[config.mk]
export PLATFORM = sky130hd
export DESIGN_NAME = crc_frame_tx
export DESIGN_NICKNAME = d
export VERILOG_FILES = /design/src/rtl/crc_frame_tx.sv
export SDC_FILE = /design/constraint.sdc
export NUM_CORES = 1
export LEC_CHECK = 0
export ABC_AREA = 0
export BUFFER_PORTS_ARGS = -buffer_cell sky130_fd_sc_hd__buf_2
export CORE_UTILIZATION = 54
export DETAILED_ROUTE_END_ITERATION = 10
export PLACE_DENSITY = 0.79
export SLEW_MARGIN = 10
export SYNTH_ARGS = -nofsm -noshare
export SYNTH_HDL_FRONTEND = slang
export SYNTH_SLANG_ARGS = --single-unit
export TNS_END_PERCENT = 100
[constraint.sdc]
create_clock -name clk -period 2.2 [get_ports clk]
set_input_delay 0 -clock clk [delete_from_list [all_inputs] [get_ports clk]]
set_output_delay 0 -clock clk [all_outputs]
set_load 0.1 [all_outputs]
[src/rtl/crc_frame_tx.sv]
// crc_frame_tx: sends a captured N-byte payload followed by its CRC byte on a ready/valid byte stream.
// Define FRAME_SYNC_EN to send a 0xA5 sync byte at the start of each frame.
module crc_frame_tx #(
   parameter int N = 6
) (
   input  logic           clk,
   input  logic           rst_n,
   input  logic           crc_done,
   input  logic [7:0]     crc_in,
   input  logic [8*N-1:0] bytes_flat,
   input  logic           tx_ready,
   output logic           tx_valid,
   output logic [7:0]     tx_data,
   output logic           tx_last,
   output logic           busy,
   output logic [7:0]     drop_cnt
);
   localparam int IW = $clog2(N) + 1;
   typedef enum logic [2:0] {IDLE, CAPT, DATA, CRC
`ifdef FRAME_SYNC_EN
      , SYNC
`endif
   } state_t;
   state_t         state;
   logic [IW-1:0]  idx;
   logic [8*N-1:0] pay;
   logic [7:0]     crc_sh;
   logic [7:0]     pay_nxt;
   logic           xfer;
   assign xfer = tx_valid && tx_ready;
   assign busy = state != IDLE;
   // the byte after idx, preloaded into tx_data so transfers run back to back
   assign pay_nxt = 8'(pay >> {idx + IW'(1), 3'b000});
   always_ff @(posedge clk) begin
      if (!rst_n) begin
         state    <= IDLE;
         idx      <= '0;
         pay      <= '0;
         crc_sh   <= '0;
         tx_valid <= 1'b0;
         tx_data  <= '0;
         tx_last  <= 1'b0;
         drop_cnt <= '0;
      end else begin
         if (crc_done && state != IDLE && drop_cnt != 8'hFF) drop_cnt <= drop_cnt + 8'd1;
         case (state)
            IDLE: if (crc_done) begin
               pay   <= bytes_flat;
               state <= CAPT;
            end
            CAPT: begin
               crc_sh   <= crc_in;
               idx      <= '0;
               tx_valid <= 1'b1;
`ifdef FRAME_SYNC_EN
               tx_data  <= 8'hA5;
               state    <= SYNC;
`else
               tx_data  <= pay[7:0];
               state    <= DATA;
`endif
            end
`ifdef FRAME_SYNC_EN
            SYNC: if (xfer) begin
               tx_data <= pay[7:0];
               state   <= DATA;
            end
`endif
            DATA: if (xfer) begin
               if (idx == IW'(N - 1)) begin
                  tx_data <= crc_sh;
                  tx_last <= 1'b1;
                  state   <= CRC;
               end else begin
                  idx     <= idx + IW'(1);
                  tx_data <= pay_nxt;
               end
            end
            CRC: if (xfer) begin
               tx_valid <= 1'b0;
               tx_last  <= 1'b0;
               state    <= IDLE;
            end
            default: state <= IDLE;
         endcase
      end
   end
endmodule

==> metrics <==
CP Capture Type flop; hold_ws between 0.003 and 0.004 ns; Crit-path slowest cell a221oi_2; DR WL/cell between 15 and 20 µm; syn nets slightly below 500; port bufs between 70 and 80; min Tclk post-route slightly above 2 ns; clk sink count 80; Synth Warn # 0; CTS tree done; arrival time at the worst endpoint ~2.3 ns; Leakage Power slightly below 2 nW; slowest cell delay on critical path 0.52 ns; core area 6420 µm²; commonest non-fill, non-tap cells in the layout 104 x nand2_1, 79 x dfxtp_1, 78 x buf_2, 64 x a21oi_1, 57 x dlygate4sd3_1; initial core utilization a little under three fifths; vias in the first global route 3513; Worst Path Max Fanout 10; CP required roughly 2.5 ns; vias around 3.6k; row count 29; family with the most delay on the worst path compound AO/OA/AOI/OAI gates; clock buffer depth 2; Critical Path Start Type flop; max-cap violations 0; fin crit share slightly above 90%; Sum Neg Setup Slack 0 ns; synthesized instance count approximately 420; #FFs+latches synth 80; drt pass-1 iters 8; largest net degree at the start of global routing 49; top_reg_cell synth dfxtp_1; die footprint just over 7000 µm²; Final Hold Viols 0; worst path bufs/invs 2; total CTS buffers 9; 1st-iter DRT viols ~350; Vias per Instance ~5.7; Die Y around 84 µm; Avg Inst Size Synth 8.67 µm²; Hold Path Class in2reg; DP Wirelength 6030 µm; initial antenna violation count 0; area delta synth->final 33.8%; number of nets in the layout approximately 610; status complete, but fails checks; H-Tree Depth 3; IO Pins slightly below 80; Congestion Overflow GR 0; pin slew with the least headroom to its limit 0.705 ns; Clock Latency Late Sink about 0.35 ns; Crit Path Class reg2reg; Netlist cell types 50; final clock skew about 0.0046 ns; RSZ-0062 raised after global routing no; DRT Wirelength approximately 10000 µm; Final Max Tran Viols 0; failing checks design-rule violations; Ant. Diodes 0; Final setup viols 0; Peak Freq about 490 MHz; post-synthesis sequential area ratio ~44%; Tot GR Track Use between 20% and 30%; post-route ant nets 0; share of layout cells above drive strength 1 around 20%; Post-CTS Setup Bufs 0; ys async rst share 0%; crit path cell chain inv_1 -> ha_1 -> clkinv_1 -> a221oi_2 -> o21ai_1 -> a21oi_1; Slew Limit Headroom between 50% and 60%; power per cell area between 1000 and 1500 nW/µm²; Die Wd around 84 µm; Clock transition at path regs around 0.08 ns; global-route wire length before repair approximately 16000 µm; Netlist Area Pre-Place between 3000 and 4000 µm²; VDD IR max between 0.0005 and 0.0006 V; CTS root buf clkbuf_8; commonest non-fill, non-tap cell in the layout nand2_1; Post-synth EDFFs 0; drt drc 4; GPL Wtd Cong about 0.85
==> metrics by stage <==
stage	instance area, µm²	power, mW	utilization, %	cells	setup WS [ns]
final	4850	5.03	75.5	628	0.148
after floorplan	3630	3.34	-	418	0.000303
after global routing	4850	5.25	75.5	628	0.0235
after CTS	4840	5.00	75.3	628	0.0316
after global placement	4050	3.69	63.0	555	0.176
after detailed placement	4050	3.74	63.0	555	0.0747
==> timing repair <==
item | in CTS | in global routing
endpoints found under the hold margin | 57 | 0
gates resized for setup | 0 | 2
endpoints found under the setup margin | 0 | 7
hold buffers | 57 | 0
==> final cells by class <==
class / count / area, µm²
clock buffer: 10 / 128
tap: 77 / 96.3
multi-input combinational: 302 / 1870
fill: 458 / 1570
inverter: 9 / 33.8
timing repair buffer: 144 / 1030
clock inverter: 6 / 92.6
sequential: 80 / 1600
==> Yosys cell counts, types with 7 or more instances <==
cell	n	area, µm²
o21ai_1	8	40.0
nor2_1	16	60.1
nand2_1	104	390
inv_1	7	26.3
buf_2	7	35.0
clkbuf_1	14	52.6
nor3b_1	8	60.1
and2_1	9	56.3
dfxtp_1	80	1600
mux2i_1	19	190
a221oi_1	8	70.1
ha_1	7	87.6
a21oi_1	64	320
o21ai_0	10	50.1
mux4_1	7	184
==> path summary, 6_finish.rpt <==
path	from	to	slack [ns]	cells after the start
worst max-delay path	state[0]$_SDFFE_PN0P_	tx_data[2]$_SDFFE_PN0P_	0.15	6
worst max register to register	state[0]$_SDFFE_PN0P_	tx_data[2]$_SDFFE_PN0P_	0.15	6
worst min register to register	pay[15]$_SDFFE_PN0P_	pay[15]$_SDFFE_PN0P_	0.46	2
worst min-delay path	tx_ready	tx_valid$_SDFFE_PN0P_	0.003	4
==> worst reg2reg max path, cell delays in order, from the launching register on <==
cell and delay (ns):
dfxtp_1 0.34, inv_1 0.10, ha_1 0.38, clkinv_1 0.18
a221oi_2 0.52, o21ai_1 0.21, a21oi_1 0.24
==> per-layer routing <==
metal	routed length [µm]	vias up	track usage, %
met1	4140	1708	35.6
li1	-	1704	-
met2	4920	141	50.4
met5	0	-	0
met3	484	45	5.84
met4	431	0	16.3
==> where the power goes <==
| group | total (mW) | switching, mW | internal (mW) |
|---|---|---|---|
| clock network | 1.20 | 0.558 | 0.645 |
| registers | 1.95 | 0.209 | 1.74 |
| logic | 1.88 | 1.33 | 0.556 |
==> logic make-up (layout without fill, tap and decap cells) <==
group	count (synthesis)	count (layout)	synth area share [%]
adder cells (fa/ha/maj)	7	7	2.42
multiplexers	28	28	11.3
AND/OR/NAND/NOR	156	156	19.0
AO/OA/AOI/OAI	107	107	17.6
flip-flops	80	80	44.2
XOR/XNOR	4	4	0.967
buffers and inverters	36	169	4.59
==> registers in the layout, indices dropped and copies added, names as in the netlist <==
signal and count:
pay 48, crc_sh 8, drop_cnt 8, tx_data 8, idx 4, state 2, tx_last 1, tx_valid 1
Note: power is estimated with default switching activity, not from simulation.
